**src/rtl/hamming16_pkg.sv**
```systemverilog
// ---------------------------------------------------------------------------
// hamming16_pkg
// Shared definitions for the 16-bit data / 10-parity Hamming link.
//   - Codeword layout: [15:0] = d0..d15, [25:16] = P0..P9
//   - COL_SIG[i]: set of parities covering data bit i (bit k set => P_k)
//   - calc_parity / hamming16_encode: used by the encoder stage, the
//     decoder and the bench so all three agree on one definition.
//   - mask_to_pos: flip mask -> corrected bit index (31 when no flip).
// ---------------------------------------------------------------------------
package hamming16_pkg;

  localparam int CODE_W   = 26;
  localparam int DATA_W   = 16;
  localparam int PAR_W    = 10;
  localparam int DATA_LSB = 0;
  localparam int PAR_LSB  = 16;
  localparam int POS_W    = 5;

  localparam logic [POS_W-1:0] POS_NONE = 5'd31;

  // Each data bit has a distinct, non-zero signature of weight >= 2, so it
  // can never alias a single parity-bit error (weight 1).
  localparam logic [PAR_W-1:0] COL_SIG [DATA_W] = '{
    10'h005, 10'h003, 10'h00C, 10'h006, 10'h007, 10'h009, 10'h00A, 10'h00B,
    10'h038, 10'h050, 10'h060, 10'h070, 10'h180, 10'h280, 10'h300, 10'h380
  };

  typedef enum logic [1:0] {
    DEC_CLEAN,
    DEC_CORR,
    DEC_UNCORR
  } dec_class_e;

  function automatic logic [PAR_W-1:0] calc_parity(input logic [DATA_W-1:0] data);
    logic [PAR_W-1:0] p;
    p = '0;
    for (int i = 0; i < DATA_W; i++) begin
      if (data[i]) p = p ^ COL_SIG[i];
    end
    return p;
  endfunction

  function automatic logic [CODE_W-1:0] hamming16_encode(input logic [DATA_W-1:0] data);
    return {calc_parity(data), data};
  endfunction

  function automatic logic [POS_W-1:0] mask_to_pos(input logic [CODE_W-1:0] mask);
    logic [POS_W-1:0] pos;
    pos = POS_NONE;
    for (int i = 0; i < CODE_W; i++) begin
      if (mask[i]) pos = POS_W'(i);
    end
    return pos;
  endfunction

endpackage

```
**src/rtl/hamming16_syndrome_corr.sv**
```systemverilog
// ---------------------------------------------------------------------------
// hamming16_syndrome_corr
// Combinational syndrome decode.
//   syndrome  in  10  recomputed parity XOR received parity
//   flip_mask out 26  one-hot bit to invert in the codeword (0 if none)
//   corr      out 1   single-bit error located (data or parity)
//   uncorr    out 1   non-zero syndrome matching no column
// ---------------------------------------------------------------------------
module hamming16_syndrome_corr
  import hamming16_pkg::*;
(
  input  logic [PAR_W-1:0]  syndrome,
  output logic [CODE_W-1:0] flip_mask,
  output logic              corr,
  output logic              uncorr
);

  dec_class_e dec_class;

  // Match the syndrome against every column; a non-zero syndrome that
  // matches nothing is a multi-bit error we cannot locate.
  always_comb begin
    flip_mask = '0;
    dec_class = DEC_CLEAN;
    if (syndrome != '0) begin
      dec_class = DEC_UNCORR;
      for (int i = 0; i < DATA_W; i++) begin
        if (syndrome == COL_SIG[i]) begin
          flip_mask[DATA_LSB + i] = 1'b1;
          dec_class = DEC_CORR;
        end
      end
      for (int k = 0; k < PAR_W; k++) begin
        if (syndrome == (PAR_W'(1) << k)) begin
          flip_mask[PAR_LSB + k] = 1'b1;
          dec_class = DEC_CORR;
        end
      end
    end
  end

  assign corr   = (dec_class == DEC_CORR);
  assign uncorr = (dec_class == DEC_UNCORR);

endmodule

```
**src/rtl/hamming16_decoder.sv**
```systemverilog
// ---------------------------------------------------------------------------
// hamming16_decoder
// Two-stage Hamming(26,16) receive decoder with valid/ready on both sides
// and saturating error counters.
//   i_SCLK, i_RESETB      clock (rising), async active-low reset
//   i_VALID/o_READY       upstream handshake, i_CODE[25:0] codeword
//   o_VALID/i_READY       downstream handshake
//   o_DATA[15:0]          corrected data
//   o_CORR / o_UNCORR     per-beat error flags
//   i_CNT_CLR             synchronous clear of counters (and error log)
//   o_CORR_CNT/o_UNCORR_CNT  saturating beat counts, CNT_W bits
// Optional (macro HAMMING_DEC_ERR_LOG_EN):
//   o_ERR_SYN[9:0], o_ERR_POS[4:0]  syndrome / bit index of last error beat
// ---------------------------------------------------------------------------
module hamming16_decoder
  import hamming16_pkg::*;
#(
  parameter int CNT_W = 16
) (
  input  logic              i_SCLK,
  input  logic              i_RESETB,
  input  logic              i_VALID,
  output logic              o_READY,
  input  logic [CODE_W-1:0] i_CODE,
  output logic              o_VALID,
  input  logic              i_READY,
  output logic [DATA_W-1:0] o_DATA,
  output logic              o_CORR,
  output logic              o_UNCORR,
  input  logic              i_CNT_CLR,
  output logic [CNT_W-1:0]  o_CORR_CNT,
  output logic [CNT_W-1:0]  o_UNCORR_CNT
`ifdef HAMMING_DEC_ERR_LOG_EN
  ,
  output logic [PAR_W-1:0]  o_ERR_SYN,
  output logic [POS_W-1:0]  o_ERR_POS
`endif
);

  logic              v1, v2, en1, en2, out_hs;
  logic [DATA_W-1:0] data1;
  logic [PAR_W-1:0]  syn1, in_syn;
  logic [CODE_W-1:0] flip_mask;
  logic [DATA_W-1:0] fixed_data;
  logic              dec_corr, dec_uncorr;

  // A stage may load when it is empty or its contents move on this cycle.
  assign en2     = ~v2 | i_READY;
  assign en1     = ~v1 | en2;
  assign o_READY = en1;
  assign o_VALID = v2;
  assign out_hs  = v2 & i_READY;

  assign in_syn = calc_parity(i_CODE[DATA_LSB +: DATA_W]) ^ i_CODE[PAR_LSB +: PAR_W];

  // Stage 1: the data field plus its syndrome carry all the codeword's
  // information, so the received parity bits need not be kept.
  always_ff @(posedge i_SCLK or negedge i_RESETB) begin
    if (!i_RESETB) begin
      v1    <= 1'b0;
      data1 <= '0;
      syn1  <= '0;
    end else if (en1) begin
      v1 <= i_VALID;
      if (i_VALID) begin
        data1 <= i_CODE[DATA_LSB +: DATA_W];
        syn1  <= in_syn;
      end
    end
  end

  hamming16_syndrome_corr u_syndrome_corr (
    .syndrome  (syn1),
    .flip_mask (flip_mask),
    .corr      (dec_corr),
    .uncorr    (dec_uncorr)
  );

  assign fixed_data = data1 ^ flip_mask[DATA_LSB +: DATA_W];

  // Stage 2: outputs only change when a new beat moves in, so they hold
  // steady while downstream stalls.
  always_ff @(posedge i_SCLK or negedge i_RESETB) begin
    if (!i_RESETB) begin
      v2       <= 1'b0;
      o_DATA   <= '0;
      o_CORR   <= 1'b0;
      o_UNCORR <= 1'b0;
    end else if (en2) begin
      v2 <= v1;
      if (v1) begin
        o_DATA   <= fixed_data;
        o_CORR   <= dec_corr;
        o_UNCORR <= dec_uncorr;
      end
    end
  end

  // Saturating counters; clear has priority over a same-cycle increment.
  always_ff @(posedge i_SCLK or negedge i_RESETB) begin
    if (!i_RESETB) begin
      o_CORR_CNT   <= '0;
      o_UNCORR_CNT <= '0;
    end else if (i_CNT_CLR) begin
      o_CORR_CNT   <= '0;
      o_UNCORR_CNT <= '0;
    end else begin
      if (out_hs && o_CORR && (o_CORR_CNT != '1))
        o_CORR_CNT <= o_CORR_CNT + CNT_W'(1);
      if (out_hs && o_UNCORR && (o_UNCORR_CNT != '1))
        o_UNCORR_CNT <= o_UNCORR_CNT + CNT_W'(1);
    end
  end

`ifdef HAMMING_DEC_ERR_LOG_EN
  logic [PAR_W-1:0] syn2;
  logic [POS_W-1:0] pos2;

  // Syndrome and position travel alongside the stage-2 beat.
  always_ff @(posedge i_SCLK or negedge i_RESETB) begin
    if (!i_RESETB) begin
      syn2 <= '0;
      pos2 <= '0;
    end else if (en2 && v1) begin
      syn2 <= syn1;
      pos2 <= mask_to_pos(flip_mask);
    end
  end

  // Error log captures on delivered error beats; clear zeroes it.
  always_ff @(posedge i_SCLK or negedge i_RESETB) begin
    if (!i_RESETB) begin
      o_ERR_SYN <= '0;
      o_ERR_POS <= '0;
    end else if (i_CNT_CLR) begin
      o_ERR_SYN <= '0;
      o_ERR_POS <= '0;
    end else if (out_hs && (o_CORR || o_UNCORR)) begin
      o_ERR_SYN <= syn2;
      o_ERR_POS <= pos2;
    end
  end
`else
  logic unused_par_flips;
  assign unused_par_flips = ^flip_mask[PAR_LSB +: PAR_W];
`endif

endmodule

```
**config.mk**
```make
export PLATFORM = sky130hd
export DESIGN_NAME = hamming16_decoder
export DESIGN_NICKNAME = d
export VERILOG_FILES = /design/src/rtl/hamming16_pkg.sv /design/src/rtl/hamming16_syndrome_corr.sv /design/src/rtl/hamming16_decoder.sv
export SDC_FILE = /design/constraint.sdc
export NUM_CORES = 1
export LEC_CHECK = 0
export BUFFER_PORTS_ARGS = -buffer_cell sky130_fd_sc_hd__clkbuf_2
export CAP_MARGIN = 15
export CORE_MARGIN = 2
export CORE_UTILIZATION = 40
export DETAILED_ROUTE_END_ITERATION = 10
export GPL_ROUTABILITY_DRIVEN = 0
export PLACE_DENSITY_LB_ADDON = 0.1
export SLEW_MARGIN = 5
export SYNTH_ARGS = -nofsm -noshare
export SYNTH_HDL_FRONTEND = slang
export SYNTH_SLANG_ARGS = --single-unit
```
**constraint.sdc**
```tcl
create_clock -name i_SCLK -period 3.3 [get_ports i_SCLK]
set_clock_uncertainty 0.05 [all_clocks]
set_input_delay 0.33 -clock i_SCLK [delete_from_list [all_inputs] [get_ports i_SCLK]]
set_output_delay 0.33 -clock i_SCLK [all_outputs]
set_load 0.03 [all_outputs]
```
==> metrics.md, run 1 <==
| Metric | Value |
|---|---|
| Run status | complete, no violations |
| Relative slew slack | ~34% |
| Synth area leader | dfrtp_1 |
| Number of synthesized flops with an enable pin | 0 |
| Tot GR Track Use | 16.6% |
| Cell variety after synth | 49 |
| Synth area leaders | dfrtp_1 46%, xor2_1 9.7%, xnor2_1 5.0%, mux2_2 4.3%, o21ai_0 4.1% |
| Clock tree buffer depth | 2 |
| Maxcap violations | 0 |
| Fillers | about 1000 |
| Max Clock Freq | 529 MHz |
| DRT Wirelength | between 9 and 10 mm |
| Share of cells above drive strength 1 | 24.3% |
| Gate Count Post-Synth | 429 |
| Initial antenna violation count | 0 |
| Largest net degree at the start of global routing | 79 |
| Endpoint kind of the worst setup timing path | register |
| Multi-input logic area | 0.00217 mm^2 |
| Congestion Overflow GR | 0 |
| Syn Nets | 462 |
| Most frequent cell after synthesis | dfrtp_1 |
| Leakage power | 2.16 nW |
| Storage cell area | approximately 0.0020 mm^2 |
| Final HPWL DP | 6.52 mm |
| RSZ-0062 raised after global routing | no |
| Flop2flop setup slack | 1410 ps |
| Ys flop type | dfrtp_1 |
| Die ar. | 0.0114 mm^2 |
| CTS root buffer | clkbuf_8 |
| WP data required | 3480 ps |
| Power Dens Cells | roughly 530 mW/mm^2 |
| #FFs+latches synth | 78 |
| Vias | 3345 |
| CP max FO | 10 |
| Input/output buffers | 82 |
| Post-route ant nets | 0 |
| Startpoint Class | register |
| Initial DRT Pass Iterations | 4 |
| Post-synth top cells | 78 x dfrtp_1, 47 x xor2_1, 42 x nand2_1, 35 x o21ai_0, 28 x nor2_1 |
| WL/cell | 14.0 um |
| Worst-path clk slew | roughly 90 ps |
| Tot Pwr | 2.61 mW |
| Type of the tightest min-delay check | primary input to asynchronous set/reset pin |
| Die width | between 100 and 150 um |
| Worst skew pair latency | approximately 360 ps |
| P&R area growth vs syn | 16.9% |
| Layout net count | 535 |
| Tightest Pin Transition | 986 ps |
| First-pass GRT wire length | 15.2 mm |
| Syn. warnings | 0 |
| Die H | 107 um |
| Max rail drop VDD | 0.184 mV |
| Worst-case reg-to-reg path depth | 5 |
| # hold bufs at CTS | 0 |
| Critical Path AT | 2070 ps |
| Post-CTS Setup Bufs | 0 |
| CTS tree | built |
| Period utilisation layout | a little under three fifths |
| Vias per cell | 5.20 |
| Cell Area, Synth | 0.00423 mm^2 |
| N_diodes | 0 |
| Final setup fails | 0 |
| Syn avg cell area | 9.85 um^2 |
| # resized after CTS | 0 |
| Row cnt | 37 |
| Synth top area share | 46.2% |
| Async SR Flop Fraction | 100% |
| Initial Utilization | between 40% and 50% |
| Crit path kind | register to register |
| Reg2reg start | syn1[4] |
| Seq/Total Area, Yosys | 46.2% |
| Fin. max-slew vios | 0 |
| Clk sinks | between 70 and 80 |
| Accumulated negative setup slack | 0 ps |
| Vias in the first global route | 3126 |
| I/O pin total | 83 |
| Initial DRC count | 140 |
| Final Hold Vio Count | 0 |
| CTS Buf Count | 9 |
| DRC | 0 |
| Htree depth | 3 |
| Reg2reg end | o_DATA[4] |
| Core area | 0.0103 mm^2 |
| Final Critical Period | 1890 ps |
kinds of logic (layout without fill, tap and decap cells):
logic type / count (synthesis) / in the layout / share of synthesized area [%]
adder cells (fa/ha/maj): 2 / 2 / 0.592
multiplexers: 18 / 18 / 4.74
flip-flops: 78 / 78 / 46.2
buffers and inverters: 24 / 102 / 2.58
AO/OA/AOI/OAI: 71 / 71 / 9.98
AND/OR/NAND/NOR: 165 / 165 / 21.2
XOR/XNOR: 71 / 71 / 14.7
cell type report:
cell class / instances / share of cell area (%)
clock buffer: 11 / 2.66
clock inverter: 5 / 1.70
inverter: 1 / 0.0759
multi-input combinational: 327 / 43.8
sequential: 78 / 39.5
tap: 136 / 3.44
timing repair buffer: 85 / 8.81
where the power goes:
part / switching, mW / leakage [nW] / internal [mW]
clock network: 0.360 / 0.0998 / 0.428
logic: 0.350 / 1.06 / 0.233
registers: 0.168 / 0.997 / 1.07
total: 0.878 / 2.16 / 1.73
worst max path at each step:
| stage | cells past startpoint | from | endpoint | slack [ps] |
|---|---|---|---|---|
| 3_5_place_dp | 5 | syn1[4] | o_DATA[4] | 1420 |
| 6_report | 5 | syn1[4] | o_DATA[4] | 1410 |
| 4_1_cts | 5 | syn1[4] | o_DATA[4] | 1410 |
| 3_3_place_gp | 5 | syn1[4] | o_DATA[4] | 1460 |
| 2_1_floorplan | 4 | o_VALID | data1[10] | 1260 |
| 5_1_grt | 5 | syn1[4] | o_DATA[7] | 1290 |
flip-flops by register name, summed over array words and instances (netlist names):
name	flops
data1	16
o_CORR	1
o_CORR_CNT	16
o_DATA	16
o_UNCORR	1
o_UNCORR_CNT	16
o_VALID	1
syn1	10
v1	1
through the flow:
stage | cells | setup WS [ps] | utilization (%) | hold slack [ps] | instance area, um^2
floorplan | 429 | 1260 | - | -15.6 | 4230
global placement | 627 | 1460 | 46.0 | 412 | 4730
detailed placement | 627 | 1420 | 46.0 | 425 | 4730
CTS | 643 | 1410 | 48.1 | 113 | 4940
global route | 643 | 1290 | 48.1 | 149 | 4940
finish | 643 | 1410 | 48.1 | 38.5 | 4940
routing by layer:
| metal | global-route usage (%) | up-vias | part of all wire [%] |
|---|---|---|---|
| li1 | - | 1666 | - |
| met5 | 0 | - | 0 |
| met1 | 22.6 | 1609 | 49 |
| met3 | 3.16 | 10 | 3.5 |
| met4 | 5.84 | 0 | 1.5 |
| met2 | 26.4 | 60 | 46 |
placed cells by master, fill, tap and decap left out, types with 16 or more instances in the layout:
cell type	instances
nand2_1	42
nor2_1	28
nand3_1	17
nand4_1	18
dfrtp_1	78
xor2_1	47
xnor2_1	24
clkbuf_2	81
mux2_2	16
o21ai_0	35
critical path, cell delays in order (launching register included):
cell	delay (ps)
dfrtp_1	500
or4_4	620
nor3b_4	230
nand4_1	140
xor2_1	190
o21ai_2	60
Note: power is estimated with default switching activity, not from simulation.
==> run 2: changes to the inputs <==
Settings changed: ABC_AREA set to 1.
Clock period 3.3 ns to 1.7 ns, I/O delays scaled along.
==> run 2 against run 1 <==
  * Global-route usage rose by 2.2 points
  * Sequential power rose by 91%
  * Worst hold slack improved by 3.8 ps
  * Via count increased by 27%
  * Synthesized cell count grew 41%
  * Register-to-register slack lost 1300 ps
  * Total power grew 130%
  * Critical endpoint is now o_UNCORR_CNT[0]
  * Largest power group unchanged
  * Highest routed layer unchanged
==> metrics.md, run 2 <==
| Metric | Value |
|---|---|
| Synth area leaders | dfrtp_1 43%, nand2_1 14%, xnor2_1 6.5%, nor2_1 5.4%, nand3_1 4.7% |
| Share of cells above drive strength 1 | ~26% |
| Max rail drop VDD | 0.451 mV |
| Initial Utilization | 41.5% |
| Period utilisation layout | a little over nine tenths |
| Final setup fails | 0 |
| Largest family of logic cells by synthesized area | simple AND/OR/NAND/NOR gates |
| Tot GR Track Use | 18.8% |
| Post-Synth Adder-Cell Area | 0.549% |
| Number of synthesized flops with an enable pin | 0 |
| Syn. warnings | 0 |
| Slowest-stage cell, CP | dfrtp_2 |
| Hold slack final | 42.4 ps |
| Final Critical Period | ~1600 ps |
| Accumulated negative setup slack | 0 ps |
| Synth area leader | dfrtp_1 |
| Switching Power | 2.08 mW |
| Placed Instances | 841 |
| Power Dens Cells | 1040 mW/mm^2 |
| Seq/Total Area, Yosys | 42.8% |
| Initial DRT Pass Iterations | 6 |
| Worst-path clk slew | 60 ps |
| Syn Nets | 637 |
| Fin. max-slew vios | 0 |
| Cell variety after synth | 33 |
| Multi-input logic area | 0.00242 mm^2 |
| DRC | 0 |
| P&R area growth vs syn | 27.8% |
| Tightest Pin Transition | 457 ps |
| Run status | complete, no violations |
| Final Hold Vio Count | 0 |
| Fin util | a little over half |
| CP max FO | 7 |
| Tot Pwr | between 6 and 7 mW |
| Fillers | between 1000 and 1500 |
| I/O pin total | 83 |
| Gate Count Post-Synth | between 600 and 700 |
| Pre-CTS WS | -10.4 ps |
| Gate power share | 28.5% |
| Async SR Flop Fraction | 100% |
| Clk sinks | 78 |
| Sequential Power Share | between 30% and 40% |
| Synth Area in Compound Gates | 8.26% |
| Final WS setup | 82.0 ps |
| WP data required | ~1900 ps |
| Most common cell after layout, fill and taps aside | nand2_1 |
| CTS tree | built |
| Row cnt | 38 |
| Clock tree buffer depth | 2 |
| Type of the tightest min-delay check | primary input to register |
| Max Clock Freq | 618 MHz |
| Vias | 4247 |
| Endpoint kind of the worst setup timing path | register |
| Syn avg cell area | about 7.6 um^2 |
| WL/cell | 12.8 um |
| Power Internal | 3.95 mW |
| Final HPWL DP | 8.58 mm |
| Initial antenna violation count | 0 |
| N_diodes | 0 |
| Core area | 0.0110 mm^2 |
| CP peak stage delay | ~390 ps |
| Worst skew pair latency | 340 ps |
| Post-route ant nets | 0 |
| Post-Layout Cell Count | 869 |
| CTS Buf Count | 9 |
| Congestion Overflow GR | 0 |
| #FFs+latches synth | 78 |
| Storage cell area | 0.00196 mm^2 |
| Post-Synth XOR/XNOR Area | 11.1% |
| Vias per cell | 4.89 |
| Sw Share | approximately a third |
| Most frequent cells in the layout | 166 x nand2_1, 82 x clkbuf_2, 74 x dfrtp_1 |
| Die ar. | about 0.012 mm^2 |
| CTS root buffer | clkbuf_16 |
| Die H | 111 um |
| DRT Wirelength | 11.1 mm |
| Input/output buffers | 82 |
| Layout net count | 757 |
| Ys flop type | dfrtp_1 |
| First-pass GRT wire length | 19.1 mm |
| Critical Path AT | 1790 ps |
| Placed Instance Area | between 0.005 and 0.006 mm^2 |
| Proportion of synthesized area in mux cells | 0% |
| Maxcap violations | 0 |
| Simple-Gate Fraction of Synth Area | 30.7% |
| Most frequent cell after synthesis | nand2_1 |
| Synth top area share | roughly 43% |
| Post-synth top cells | 167 x nand2_1, 78 x dfrtp_1, 66 x nor2_1, 51 x inv_1, 43 x nand3_1 |
| Largest net degree at the start of global routing | 31 |
| Vias in the first global route | 4106 |
| Cell Area, Synth | 0.00456 mm^2 |
| Relative slew slack | 69.3% |
| Die width | roughly 110 um |
| Startpoint Class | register |
| Clk pwr share | 32.3% |
| Crit path kind | register to register |
| Fin area | about 0.0058 mm^2 |
| Leakage power | about 2.8 nW |
| Worst-path cell chain | ha_4 > nand3_4 > nor3_4 > nand3_2 > nand2_4 > buf_4 > xor2_1 > nor2_1 |
| Htree depth | 3 |
| Initial DRC count | 265 |
==> run 2: cell count changes after synthesis, moves of 11 or more <==
cell,delta
nand3_1,+26
inv_1,+50
o21ai_1,+32
inv_2,+11
mux2_2,-16
xor2_1,-23
nor2_1,+38
nand2_1,+125
o21ai_0,-24
==> run 2: worst max-delay path: cells and delay by family, from the launching register on <==
kind          cells  cell delay, ps
simple gates      5             630
flops             1             390
buf+inv           1             130
fa+ha+maj         1             160
xor+xnor          1             140
==> run 2: cells by family (layout without fill, tap and decap cells) <==
logic type | count (synthesis) | in the layout
simple gates | 322 | 322
flops | 78 | 78
buf+inv | 76 | 201
compound gates | 68 | 68
xor+xnor | 58 | 58
fa+ha+maj | 2 | 2
==> run 2: layer usage <==
layer  GRT usage (%)  vias up  routed length [um]
met2            31.8      103                5430
met1            23.9     1962                5020
li1                -     2168                   -
met3            4.16       14                 477
met5               0        -                   0
met4            6.33        0                 172
==> run 2: cell type report <==
cell class              instances  share of cell area, %
multi-input cells             450                   41.4
flip-flops and latches         78                   33.6
repair buffers                123                   12.9
clock buffers                  12                   4.40
inverters                      62                   3.99
well taps                     140                   3.00
clock inverters                 4                  0.772
==> run 2: power groups by stage <==
stage | Clock [mW] | Sequential [mW] | Combinational (mW)
after floorplan | 0 | 2.67 | 0.813
after global placement | 0 | 2.39 | 1.66
after detailed placement | 0 | 2.40 | 1.69
after CTS | 2.01 | 2.37 | 1.70
after global routing | 2.09 | 2.41 | 1.92
final | 1.95 | 2.37 | 1.72
==> run 2: path summary, 6_finish.rpt <==
| check | from | to | slack (ps) | depth (start not counted) |
|---|---|---|---|---|
| worst max-delay path | o_UNCORR_CNT[1] | o_UNCORR_CNT[0] | 80 | 8 |
| worst min-delay path | i_CODE[5] | data1[5] | 40 | 3 |
| worst max register to register | o_UNCORR_CNT[1] | o_UNCORR_CNT[0] | 80 | 8 |
| worst min register to register | o_DATA[2] | o_DATA[2] | 440 | 2 |
| max in group asynchronous | i_RESETB | o_UNCORR_CNT[1] | 840 | 3 |
| min in group asynchronous | i_RESETB | o_CORR_CNT[9] | 270 | 2 |
==> run 2: what timing repair did <==
item	in CTS	in global routing
hold buffers	1	0
resized for setup	1	12
endpoints found under the setup margin	6	33
pin swaps	1	6
gates cloned	0	0
setup buffers	0	11
hold endpoints to repair	28	0
==> run 3: changes to the inputs <==
Settings changed: BUFFER_PORTS_ARGS -buffer_cell sky130_fd_sc_hd__clkbuf_2 to -buffer_cell sky130_fd_sc_hd__buf_2, REMOVE_ABC_BUFFERS set to 1.
==> run 3 against run 2 <==
  * Critical path depth is 1 higher
  * Register-to-register slack hardly changed
  * First-iteration DRC count is 32% lower
  * Design area is 1.4% lower
  * Wire length is 0.70% lower
  * Sequential share of layout area is 0.39 points higher
  * Cell count is 0.92% lower
  * Clock-buffer cell count is 3 higher
  * Largest cell class unchanged
  * Combinational power hardly changed
  * Core utilization is 0.75 points lower
  * Worst hold slack worse by 16 ps
==> metrics.md, run 3 (synthesis gave the netlist of run 2 again) <==
| Metric | Value |
|---|---|
| Largest net degree at the start of global routing | 39 |
| Htree depth | 3 |
| Multi-input logic area | 0.00242 mm^2 |
| Accumulated negative setup slack | 0 ps |
| Run status | complete, no violations |
| Maxcap violations | 0 |
| DRC | 0 |
| Layout net count | 750 |
| Hold slack final | 26.6 ps |
| Endpoint kind of the worst setup timing path | register |
| DRT Wirelength | approximately 11 mm |
| Vias per cell | 4.87 |
| Final Hold Vio Count | 0 |
| Congestion Overflow GR | 0 |
| Tightest Pin Transition | 401 ps |
| CTS Buf Count | 9 |
| Tot GR Track Use | 18.4% |
| Clock tree buffer depth | 2 |
| Max rail drop VDD | approximately 0.54 mV |
| Period utilisation layout | between 90% and 100% |
| Die H | 111 um |
| Cell repeated most along the worst path | nand3_2 |
| Final Critical Period | 1610 ps |
| Worst Hold End | data1[2] |
| Core area | 0.0110 mm^2 |
| Max Clock Freq | between 600 and 700 MHz |
| Post-route ant nets | 0 |
| Critical Path AT | 1780 ps |
| Initial antenna violation count | 0 |
| Fin util | 52.3% |
| Die ar. | between 0.01 and 0.015 mm^2 |
| Hold path startpoint | i_CODE[2] |
| WP data required | 1870 ps |
| Die width | 111 um |
| Post-Layout Cell Count | ~860 |
| Worst-path clk slew | 60 ps |
| Reg2reg start | o_CORR_CNT[1] |
| Leakage power | 2.80 nW |
| Fin. max-slew vios | 0 |
| Most common cell after layout, fill and taps aside | nand2_1 |
| Placed Instances | 841 |
| Initial DRT Pass Iterations | 4 |
| Crit path kind | register to register |
| Initial Utilization | 41.5% |
| N_diodes | 0 |
| Relative slew slack | 73.2% |
| Buf+Inv Stages, Crit Path | 1 |
| I/O pin total | 83 |
| Worst skew pair latency | 340 ps |
| Input/output buffers | ~80 |
| Flop2flop setup slack | 90 ps |
| Worst-path cell chain | ha_4 > nand3_2 > nor3_4 > nand3_2 > nand2_4 > buf_4 > o21ai_1 > nand2_1 > a21oi_1 |
| WL/cell | 12.8 um |
| Clk sinks | 78 |
| Reg2reg end | o_CORR_CNT[9] |
| CTS root buffer | clkbuf_16 |
| Top delay family on crit path | simple AND/OR/NAND/NOR gates |
| Slowest-stage cell, CP | dfrtp_1 |
| Type of the tightest min-delay check | primary input to register |
| Most frequent cells in the layout | 164 x nand2_1, 81 x buf_2, 78 x dfrtp_1 |
| CTS tree | built |
| Share of cells above drive strength 1 | 24.5% |
| P&R area growth vs syn | 26.0% |
| CP peak stage delay | 400 ps |
| Vias | 4197 |
| Fillers | 1070 |
| CP max FO | 7 |
| Row cnt | 38 |
| First-pass GRT wire length | 18.4 mm |
| Storage cell area | 0.00195 mm^2 |
| Power Dens Cells | 1030 mW/mm^2 |
| Final HPWL DP | around 8.5 mm |
| Vias in the first global route | 3900 |
| Final setup fails | 0 |
| Hold-critical path depth | 3 |
| Initial DRC count | 179 |
| Startpoint Class | register |
| Worst-case reg-to-reg path depth | 9 |
-- run 3: cell types whose count changed in the layout (fill, tap and decap cells not counted), moves of 2 or more --
cell      before  now
a21oi_2        0    2
buf_4         37   33
clkinv_2       3    0
a21oi_1       10    8
nor2_1        62   64
clkbuf_8       2    4
clkbuf_2      82    0
buf_2          0   81
nand2_1      166  164
dfrtp_1       74   78
dfrtp_2        4    0
-- run 3: worst max-delay path by stage --
stage	start	endpoint	slack [ps]	depth (start not counted)
finish	o_CORR_CNT[1]	o_CORR_CNT[9]	90	9
global route	o_CORR_CNT[1]	o_CORR_CNT[2]	-10	9
CTS	o_UNCORR_CNT[1]	o_UNCORR_CNT[5]	40	8
detailed placement	o_CORR_CNT[0]	o_CORR_CNT[5]	4	10
global placement	o_CORR_CNT[0]	o_CORR_CNT[5]	90	10
floorplan	o_VALID	syn1[2]	-440	5
-- run 3: worst min-delay path, delay by kind of cell --
kind,cells,cell delay (ps)
and+or+nand+nor,2,100
buffers and inverters,1,110
-- run 3: routing by layer --
layer | wire, um | GRT usage (%) | vias to the layer above
met3 | 427 | 3.66 | 20
met4 | 245 | 7.58 | 0
li1 | - | - | 2158
met2 | 5150 | 29.3 | 88
met5 | 0 | 0 | -
met1 | 5200 | 24.4 | 1931
-- run 3: metrics by stage --
step                area, um^2  worst slack [ps]  power, mW
floorplan                 4500              -441       3.43
global placement          5310              92.6       4.02
detailed placement        5310              3.54       4.05
CTS                       5610              44.6       5.95
global route              5750             -14.6       6.28
finish                    5750              91.4       5.92
-- run 3: area by class of cell --
type	count	share of cell area (%)
repair buffers	116	11.9
well taps	140	3.05
flip-flops and latches	78	33.9
multi-input cells	450	42.0
clock buffers	15	5.01
inverters	62	4.09
-- run 3: power by group --
part / switching (mW) / internal [mW]
logic: 1.12 / 0.583
clock network: 0.720 / 1.14
registers: 0.229 / 2.13
-- run 3: repair_timing --
item / CTS / global route
pin swaps: 0 / 4
endpoints found under the hold margin: 26 / 0
hold buffers: 1 / 0
endpoints found under the setup margin: 4 / 33
buffers inserted: 0 / 4
resized for setup: 1 / 22
